==> src/rtl/sat_counter.sv <==
// Up-counter with synchronous clear that stops at MAX instead of wrapping.
module sat_counter #(
  parameter int W   = 4,
  parameter int MAX = 15
) (
  input  logic         clk,
  input  logic         rst_n,
  input  logic         clear,
  input  logic         en,
  output logic [W-1:0] count
);

  always_ff @(posedge clk) begin
    if (!rst_n) begin
      count <= '0;
    end else if (clear) begin
      count <= '0;
    end else if (en && (count != W'(MAX))) begin
      count <= count + 1'b1;
    end
  end

endmodule

==> config.mk <==
export PLATFORM = sky130hd
export DESIGN_NAME = sat_counter
export DESIGN_NICKNAME = d
export VERILOG_FILES = /design/src/rtl/sat_counter.sv
export SDC_FILE = /design/constraint.sdc
export NUM_CORES = 1
export LEC_CHECK = 0
export CORE_AREA = 2 2 39 41
export DETAILED_ROUTE_END_ITERATION = 7
export DIE_AREA = 0 0 41 43
export HOLD_SLACK_MARGIN = 0.15
export PLACE_DENSITY_LB_ADDON = 0.3
export SYNTH_ARGS = -nofsm -noshare
export SYNTH_HDL_FRONTEND = slang
export SYNTH_SLANG_ARGS = --single-unit
==> constraint.sdc <==
create_clock -name clk -period 1.8 [get_ports clk]
set_clock_uncertainty 0.15 [all_clocks]
set_input_delay 0.36 -clock clk [delete_from_list [all_inputs] [get_ports clk]]
set_output_delay 0.36 -clock clk [all_outputs]
set_load 0.005 [all_outputs]
---- After elaboration in Yosys (flattened, before gate mapping) ----
Index checks and enable logic that the tools add are counted.
Widths: inputs -> output; s select.
word-level totals
  register bits after elaboration ......... 4
  input bits .............................. 4
  output and inout bits ................... 4
operators by class
  bitwise operators ....................... 1
  add/sub/neg operators ................... 1
  reductions and logical operators ........ 2
  equal/unequal tests ..................... 1
operators by type and width
  operator             count
  $add 4x1->4 const B  1
  $ne 4x4->1 const B   1
  $reduce_or 2->1      1
  $logic_and 1x1->1    1
  $not 1->1            1

---- Longest topological paths before layout ----
Gate-level depths: netlist of run 1.
  depth after elaboration ................. 2
  gate-level depth with buffers ........... 4
  gate-level depth less buffers ........... 4

---- Worst setup path before layout of run 1 ----
OpenSTA, ideal clock, no wires.
  kind .................................... reg-to-reg
  start point ............................. register count[0]
  end point ............................... register count[0]
  buffers on the path ..................... 0
  slack ................................... 0.428 ns
  setup time .............................. 0.070 ns
  clock period less this slack ............ 1.372 ns
  arrival ................................. 1.152 ns
  cell stages (with the launch flop) ...... 5
  cell sequence ........................... dfxtp_1 ha_1 and3_4 or3_1 a21oi_1
between the ends
  cells in the longest elaborated chain, start to end .. 2
  elaborated cells between the ends (all ways) .. 3
  classes of those cells .................. 1 x add/sub; 1 x eq/ne; 1 x reduce/logical
RTL lines
  what                                                                 RTL line  source
  from (decl)                                                          10        output logic [W-1:0] count
  from (signal assigned)                                               19        count <= count + 1'b1;
  parallel branches: the longest is 2 deep, another holds $add 4x1->4  --
Several ways; the timed one is not identified.
A chain may end at the register's enable or synchronous reset.

---- Worst setup path after layout of run 1 ----
  start point ............................. register count[2]
  end point ............................... output count[2]
No word-level cell between the ends.

==> results.txt, run 1 <==
----------------------------------------------------
[Clock network]
  Hold_buf cts ... 0
  Number of sinks driven by the clock tree ... 4
  Clk Latency, worst-skew pair ... about 0.23 ns
  Total clock buffers created by CTS ... 3
  Clock transition at path regs ... ~0.04 ns
  Bufs on Longest Clock Path ... 2
  CTS Root Buffer Type ... sky130_fd_sc_hd__clkbuf_4
  Buffers inserted by post-CTS timing repair ... 0
  CTS resizes ... 0
  H-tree depth reported by CTS ... 1
  CTS tree ... yes

[Layout]
  Number of nets in the final layout ... 38
  Final design area excluding fillers ... ~300 µm²
  Area growth from synthesis to final layout ... 58.8%
  Largest registers ... count x4
  Final non-filler cell total ... between 40 and 50
  Antenna Diode Count ... 0
  Share of post-route cells with drive strength above 1 ... between 15 and 20%
  Number of flip-flops in the largest register ... 4
  Filler instances ... approximately 140
  Largest register by flop count ... count

[Detailed routing]
  DR vias/cell ... approximately 4.2
  Vias ... slightly below 200
  Number of nets with antenna violations after detailed routing ... 0
  Initial detailed-routing violation count ... 0
  Post-Route WL ... approximately 450 µm
  Routed WL per cell ... 9.49 µm
  Post-detailed-route DRC marker count ... 0
  Number of iterations in the first detailed-routing pass ... 1

[GRT]
  Overflow after GRT ... 0
  Wire length of the first global-routing pass ... 703 µm
  Maximum number of pins on one net before global-route repair ... 6
  Via count of the first global-routing pass ... ~180
  Global router's overall resource usage ... between 7 and 8%
  Antenna violations before repair ... 0

[Worst hold path]
  Worst min path class ... reg -> reg
  Hold Path End ... count[3]
  Cells on Worst Hold Path ... 2
  Min-Delay Startpoint ... count[3]

[Critical path]
  Combined buffer and inverter count along the critical path ... 1
  Register-to-register setup slack ... 0.36 ns
  Highest net fanout along the worst path ... 5
  Master of the slowest instance on the critical path ... sky130_fd_sc_hd__clkdlybuf4s50_1
  Launching element type of the critical path ... flop
  Arrival time at the worst endpoint ... 1.14 ns
  Element type at the critical path end ... output port
  Reg2reg end ... count[0]
  R2r worst-path depth ... 4
  Data required time of the critical path ... ~1.3 ns
  Delay of the slowest cell on the worst path ... 0.52 ns
  Ordered cell list for the critical path ... clkdlybuf4s50_1
  Worst setup path class ... reg -> out
  Cell type group with the largest total delay on the critical path ... buffers and inverters
  Launch instance of the worst register-to-register path ... count[0]

[Timing]
  RSZ-0062 raised after global routing ... no
  Final setup violation count ... 0
  Maximum achievable frequency ... a little over 600 MHz
  Worst-margin pin slew ... between 0.15 and 0.2 ns
  Period utilization ... about nine tenths
  Period minus WS final ... ~1.7 ns
  Worst Setup Slack, final ... 0.149 ns
  Number of slew-limit violations in the final report ... 0
  Total negative slack for setup checks ... 0 ns
  Worst slew margin relative to its limit ... 88.6%
  Number of hold violations in the final report ... 0

[Die]
  Die H ... roughly 43 µm
  Initial standard-cell utilization of the core ... approximately 14%
  Site Rows ... 14
  Chip Width ... 41 µm
  I/O pin total ... 8
  Area of the core ... between 1000 and 1500 µm²
  Overall die area ... 1760 µm²

[Power and ir drop]
  Fraction of power spent switching nets ... between 20 and 25%
  Share of power burned in registers ... 42.0%
  Internal power component ... roughly 0.18 mW
  Worst voltage drop across the vdd grid ... between 200 and 250 µV
  Portion of total power attributed to combinational logic ... under 10%
  Clock group share of total power ... a little over 50%
  LEAKAGE ... about 0.11 nW
  Total power density per cell area ... approximately 720 nW/µm²
  NetSw ... ~0.044 mW
  Power Total ... approximately 0.22 mW

[Synthesis]
  Ys flop type ... sky130_fd_sc_hd__dfxtp_1
  Synth Area per Inst ... just over 9 µm²
  Area share of the leading cell type in the synthesized netlist ... a little over two fifths
  Register area share after synthesis ... between 40% and 50%
  Post-synthesis cell count ... 21
  Library cell with the largest summed area after synthesis ... sky130_fd_sc_hd__dfxtp_1
  Synth top cells by count ... 4 x sky130_fd_sc_hd__dfxtp_1, 3 x sky130_fd_sc_hd__a21oi_1, 2 x sky130_fd_sc_hd__inv_1, 2 x sky130_fd_sc_hd__nor3_1, 2 x sky130_fd_sc_hd__o21ai_0
  Top cells by area in the synthesized netlist ... sky130_fd_sc_hd__dfxtp_1 42%, sky130_fd_sc_hd__a21oi_1 7.8%, sky130_fd_sc_hd__ha_1 6.5%
  Number of flops mapped to enable cells by yosys ... 0
  Cell variety after synth ... 13
  Total of flip-flops plus latches after synthesis ... 4
  Asr flop ratio synth ... 0%
  Net Count, Synth ... 26
  Synthesized area ... 191 µm²
  Warnings from Yosys ... 0
  Most common cell in the synthesized netlist ... sky130_fd_sc_hd__dfxtp_1

[Place]
  Place WS ... 0.115 ns
  Port buffer count ... 7
  Placed cell count ... 44
  Post-DP Area ... 282 µm²
  Weighted congestion at the end of routability-driven global placement ... 0.694
  Final HPWL DP ... 329 µm

[Job]
  Reported max-cap violation count ... 0

[Run status]
  Status ... complete, no violations

----------------------------------------------------
==> layer usage <==
layer / share of wire [%] / vias up / global-route usage [%]
met3: 10 / 2 / 7.85
li1: - / 99 / -
met1: 46 / 87 / 6.43
met2: 42 / 10 / 8.13
met4: 2.2 / 0 / 8.00
met5: 0 / - / 0
==> cells in the final DEF, fill, tap and decap left out <==
cell,netlist,routed
sky130_fd_sc_hd__and4b_2,1,1
sky130_fd_sc_hd__nand3b_1,1,1
sky130_fd_sc_hd__a211oi_1,1,1
sky130_fd_sc_hd__clkdlybuf4s50_1,0,7
sky130_fd_sc_hd__or3_1,1,1
sky130_fd_sc_hd__nand2b_1,1,1
sky130_fd_sc_hd__nor3_1,2,2
sky130_fd_sc_hd__o21ai_0,2,2
sky130_fd_sc_hd__ha_1,1,1
sky130_fd_sc_hd__inv_1,2,2
sky130_fd_sc_hd__dfxtp_1,4,4
sky130_fd_sc_hd__clkbuf_4,0,3
sky130_fd_sc_hd__and3_4,1,1
sky130_fd_sc_hd__nand4_1,1,1
sky130_fd_sc_hd__a21oi_1,3,3
==> power by group through the flow <==
stage | Combinational [mW] | Sequential, mW | Clock [mW]
detailed placement | 0.0161 | 0.0935 | 0
global placement | 0.0156 | 0.0933 | 0
finish | 0.0164 | 0.0922 | 0.111
floorplan | 0.00516 | 0.0933 | 0
global route | 0.0178 | 0.0922 | 0.128
CTS | 0.0163 | 0.0921 | 0.117
==> per-stage QoR <==
step / hold WS (ns) / util [%]
after CTS: 0.374 / 22.0
after global routing: 0.413 / 22.0
after global placement: 0.356 / 20.3
after detailed placement: 0.363 / 20.3
after floorplan: 0.343 / -
final: 0.369 / 22.0
==> worst max path at each step <==
stage	depth (start not counted)	slack, ns	end	from
global route	1	0.07	count[0]	count[0]
floorplan	4	0.43	count[0]	count[0]
finish	1	0.15	count[2]	count[2]
detailed placement	4	0.12	count[0]	en
global placement	4	0.15	count[0]	en
CTS	1	0.14	count[2]	count[2]
==> kinds of logic (layout without fill, tap and decap cells) <==
kind of cell | after synthesis | after routing | synth area share [%]
simple gates | 8 | 8 | 30.7
buf+inv | 2 | 12 | 3.92
fa+ha+maj | 1 | 1 | 6.53
flops | 4 | 4 | 41.8
compound gates | 6 | 6 | 17.0
==> area by class of cell <==
class / instances / area [µm²] / share of cell area, %
clock buffers: 3 / 22.5 / 7.41
repair buffers: 7 / 70.1 / 23.0
inverters: 2 / 7.51 / 2.47
flip-flops and latches: 4 / 80.1 / 26.3
well taps: 16 / 20.0 / 6.58
multi-input cells: 15 / 104 / 34.2
No activity file was read; power rests on OpenSTA's default activity.
==> run 2, diff against run 1 <==
--- a/config.mk
+++ b/config.mk
@@ -8,6 +8,7 @@
 export CORE_AREA = 2 2 39 41
 export DETAILED_ROUTE_END_ITERATION = 7
 export DIE_AREA = 0 0 41 43
+export GPL_TIMING_DRIVEN = 1
 export HOLD_SLACK_MARGIN = 0.15
 export PLACE_DENSITY_LB_ADDON = 0.3
 export SYNTH_ARGS = -nofsm -noshare
==> results of run 2 <==
Final layout, timing and power as in run 1 (identical DEF).
==> run 3, diff against run 2 <==
--- a/config.mk
+++ b/config.mk
@@ -11,6 +11,7 @@
 export GPL_TIMING_DRIVEN = 1
 export HOLD_SLACK_MARGIN = 0.15
 export PLACE_DENSITY_LB_ADDON = 0.3
+export REMOVE_ABC_BUFFERS = 1
 export SYNTH_ARGS = -nofsm -noshare
 export SYNTH_HDL_FRONTEND = slang
 export SYNTH_SLANG_ARGS = --single-unit
==> results of run 3 <==
Final layout, timing and power as in run 1 (identical DEF).
==> variant 1, RTL diff (config.mk and constraints of run 2) <==
`W`: 4 -> 5.
--- a/src/rtl/sat_counter.sv
+++ b/src/rtl/sat_counter.sv
@@ -1,6 +1,6 @@
 // Up-counter with synchronous clear that stops at MAX instead of wrapping.
 module sat_counter #(
-  parameter int W   = 4,
+  parameter int W   = 5,
   parameter int MAX = 15
 ) (
   input  logic         clk,
Interface: changed (resized count); port bits go from 8 to 9. The function was not compared with the original's and may differ.
==> variant 1 against run 2 <==
- largest cell class unchanged
- cell area grew 27%
- sequential cell count up 1
- clock power is 21% higher
- setup slack got worse by 0.091 ns
- largest power group unchanged
- area after synthesis grew 26%
- power increased by 26%
- wire length increased by 11%
==> variant 1: results (changes against run 2) <==
vias: 214 (+8.1%)
hold_ws: 0.343 ns (-0.0269 ns)
met2 routed WL: 180 um (-3.2%)
R2R setup slack: 0.06 ns (-0.30 ns)
Mapped Nets: 32 (+23%)
reg-to-reg startpoint: count[1]
slew at the pin closest to its max-slew limit: 0.205 ns (+0.0342 ns)
number of global-route vias before repair: 200 (+12%)
sequential fraction of the synthesis area: 0.415 (-0.00379)
Internal Power: 0.214 mW (+22%)
met3 GRT Util: 0.0366 (-0.0419)
Synth area leaders: dfxtp_1 (41%), ha_1 (10%), nand2b_4 (5.7%)
met3 WL: 38 um (-16%)
leak pwr: 0.144 nW (+32%)
status: finished clean
Post-Syn Instances: 26 (+24%)
Netlist cell types: 17 (+4)
first-pass GRT wire length: 834 um (+19%)
Hold Path Sink: count[1]
adder-cell share of the synthesized area: 0.104 (+0.0383)
area of the multi-input gates: 146 um^2 (+41%)
Post-synth top cells: dfxtp_1 (5), nor2_1 (3), a21oi_1 (2), ha_1 (2), nand2_1 (2)
DPL Wire Length: 345 um (+4.9%)
Critical Path AT: 1.78 ns (+0.64 ns)
xor-xnor portion of the synthesized cell area: 0.0725 (+0.0725)
R2R cell count: 6 (+2)
Sequential Power: 0.115 mW (+25%)
wire length after detailed routing: 495 um (+11%)
CP Max Fanout: 4 (-1)
Fillers: 163 (+15%)
Synth Area in Compound Gates: 0.0933 (-0.0767)
placed cells: 51 (+16%)
Final Wtd Congestion: 0.708 (+2.0%)
gr usage total: 0.0796 (+0.00626)
## variant 1: critical path, cell delays in order, from the launching register on
cell,delay [ns]
dfxtp_2,0.33
ha_1,0.19
and3_1,0.18
ha_1,0.20
nand2b_4,0.15
or3_4,0.36
a21oi_2,0.11
## variant 1: timing repair
action	in CTS	in global routing
endpoints found under the setup margin	0	1
resized for setup	0	3
hold buffers	0	0
endpoints found under the hold margin	0	0
## variant 1: how the worst max path moves through the flow
| stage | depth (start not counted) | start | endpoint |
|---|---|---|---|
| after floorplan | 6 | count[0] | count[3] |
| after global placement | 6 | count[1] | count[3] |
| after detailed placement | 6 | count[1] | count[3] |
| after CTS | 6 | count[1] | count[3] |
| after global routing | 6 | count[1] | count[3] |
| final | 6 | count[1] | count[3] |
## variant 1: layout make-up
| class | instances | area share |
|---|---|---|
| clock buffers | 4 | 0.0682 |
| inverters | 1 | 0.00974 |
| multi-input cells | 20 | 0.380 |
| flip-flops and latches | 5 | 0.263 |
| well taps | 16 | 0.0519 |
| repair buffers | 9 | 0.227 |
==> variant 2, RTL diff (config.mk and constraints of run 2) <==
Without the edit above. Register the output `count` once more, with the module's reset; this adds one clock of latency there.
--- a/src/rtl/sat_counter.sv
+++ b/src/rtl/sat_counter.sv
@@ -10,13 +10,23 @@
   output logic [W-1:0] count
 );
 
+  logic [W-1:0] count_s0;
+
+  always_ff @(posedge clk) begin
+    if (!rst_n) begin
+      count_s0 <= '0;
+    end else if (clear) begin
+      count_s0 <= '0;
+    end else if (en && (count_s0 != W'(MAX))) begin
+      count_s0 <= count_s0 + 1'b1;
+    end
+  end
+
   always_ff @(posedge clk) begin
     if (!rst_n) begin
       count <= '0;
-    end else if (clear) begin
-      count <= '0;
-    end else if (en && (count != W'(MAX))) begin
-      count <= count + 1'b1;
+    end else begin
+      count <= count_s0;
     end
   end
 
Formal check against the unedited RTL: not equivalent (Yosys sat finds a counterexample within 4 cycles, from zero or initial values and one cycle with rst_n low).
==> variant 2 against run 2 <==
- first-iteration DRC count rose by 1
- critical path type unchanged
- synthesized cell count rose by 48%
- count of clock-buffer cells in the layout did not move
- power rose by 51%
- wire length rose by 15%
- cell area rose by 37%
- sequential cell count rose by 4
- setup slack improved by 0.11 ns
- area after synthesis rose by 59%
==> variant 2: results (changes against run 2) <==
Largest regs: count x4, count_s0 x4
Avg Vias per Cell: 4.21 (about the same)
DPL Wire Length: 378 um (+15%)
Overflow after GRT: 0 (unchanged)
Final Wtd Congestion: 0.675 (-2.7%)
Async SR Flop Fraction: 0 (unchanged)
Netlist cell types: 17 (+4)
CP Max Fanout: 1 (-4)
Antenna diodes: 0 (unchanged)
gr usage total: 0.0753 (+0.00201)
PortBufs: 7 (unchanged)
initial antenna violation count: 0 (unchanged)
leak pwr: 0.162 nW (+48%)
hold depth: 1 (-1)
Synth area leaders: dfxtp_1 (53%), and2_1 (8.2%), nand4b_1 (5.8%)
nets@finish: 48 (+26%)
DR WL/cell: 8.98 um (-5.3%)
worst vdd ir: 0.215 mV (+4.4%)
cts repair resizes: 0 (unchanged)
delay of the slowest critical-path stage: 0.49 ns (-0.03 ns)
share of cells above drive strength 1: 0.0732 (-0.0881)
first-pass GRT wire length: 779 um (+11%)
Post-synth top cells: dfxtp_1 (8), and2_1 (4)
clk slew on worst S/H paths: 0.05 ns
starting DRC count in detailed routing: 1 (+1)
Mapped Nets: 36 (+38%)
sequential fraction of the synthesis area: 0.527 (+0.108)
setup bufs post-CTS: 0 (unchanged)
R2R cell count: 4 (unchanged)
DRT Pass-1 Iters: 2 (+1)
HP Class: flop to flop
Slew HR: 0.867 (-0.0181)
number of global-route vias before repair: 183 (+2.2%)
pre-CTS WS: 0.189 ns (+0.0734 ns)
largest net degree at the start of global routing: 7 (+1)
status: finished clean
Critical Path AT: 1.03 ns (-0.11 ns)
Clock Latency Late Sink: 0.25 ns (+0.02 ns)
==> variant 2: area by class of cell <==
cell class	instances	area (um^2)
repair buffers	7	70.1
flip-flops and latches	8	160
fillers	161	967
clock buffers	3	22.5
inverters	1	3.75
multi-input cells	22	140
well taps	16	20.0
==> variant 2: cell families (layout without fill, tap and decap cells) <==
| family | Yosys count | after routing | share of synthesized area |
|---|---|---|---|
| AO/OA/AOI/OAI | 6 | 6 | 0.123 |
| adder cells (fa/ha/maj) | 1 | 1 | 0.0411 |
| buffers and inverters | 1 | 11 | 0.0123 |
| flip-flops | 8 | 8 | 0.527 |
| AND/OR/NAND/NOR | 15 | 15 | 0.296 |
==> variant 2: power by group <==
part | switching, mW | internal, mW
Combinational | 0.00725 | 0.0110
Clock | 0.0559 | 0.0760
Sequential | 0.00188 | 0.180
Total | 0.0651 | 0.267
==> variant 2: path summary, 6_finish.rpt <==
kind / startpoint / end / slack (ns)
setup / recovery: count[0] / count[0] / 0.26
hold / removal: count_s0[1] / count[1] / 0.37
setup reg to reg: count_s0[0] / count_s0[3] / 0.49
hold reg to reg: count_s0[1] / count[1] / 0.37
==> variant 2: layer usage <==
metal  part of all wire  GRT usage  vias to the layer above  wire length [um]
met5                  0          0                        -                 0
met1               0.52     0.0868                      103               265
met3              0.057     0.0471                        0                29
li1                   -          -                      129                 -
met4                  0      0.100                        0                 0
met2               0.43     0.0750                        8               218
==> variant 2: stage by stage <==
step | std cells | power, mW | instance area (um^2) | util
finish | 57 | 0.332 | 417 | 0.301
global route | 57 | 0.347 | 417 | 0.301
CTS | 57 | 0.338 | 417 | 0.301
detailed placement | 54 | 0.204 | 394 | 0.285
global placement | 54 | 0.204 | 394 | 0.285
floorplan | 31 | 0.191 | 304 | -
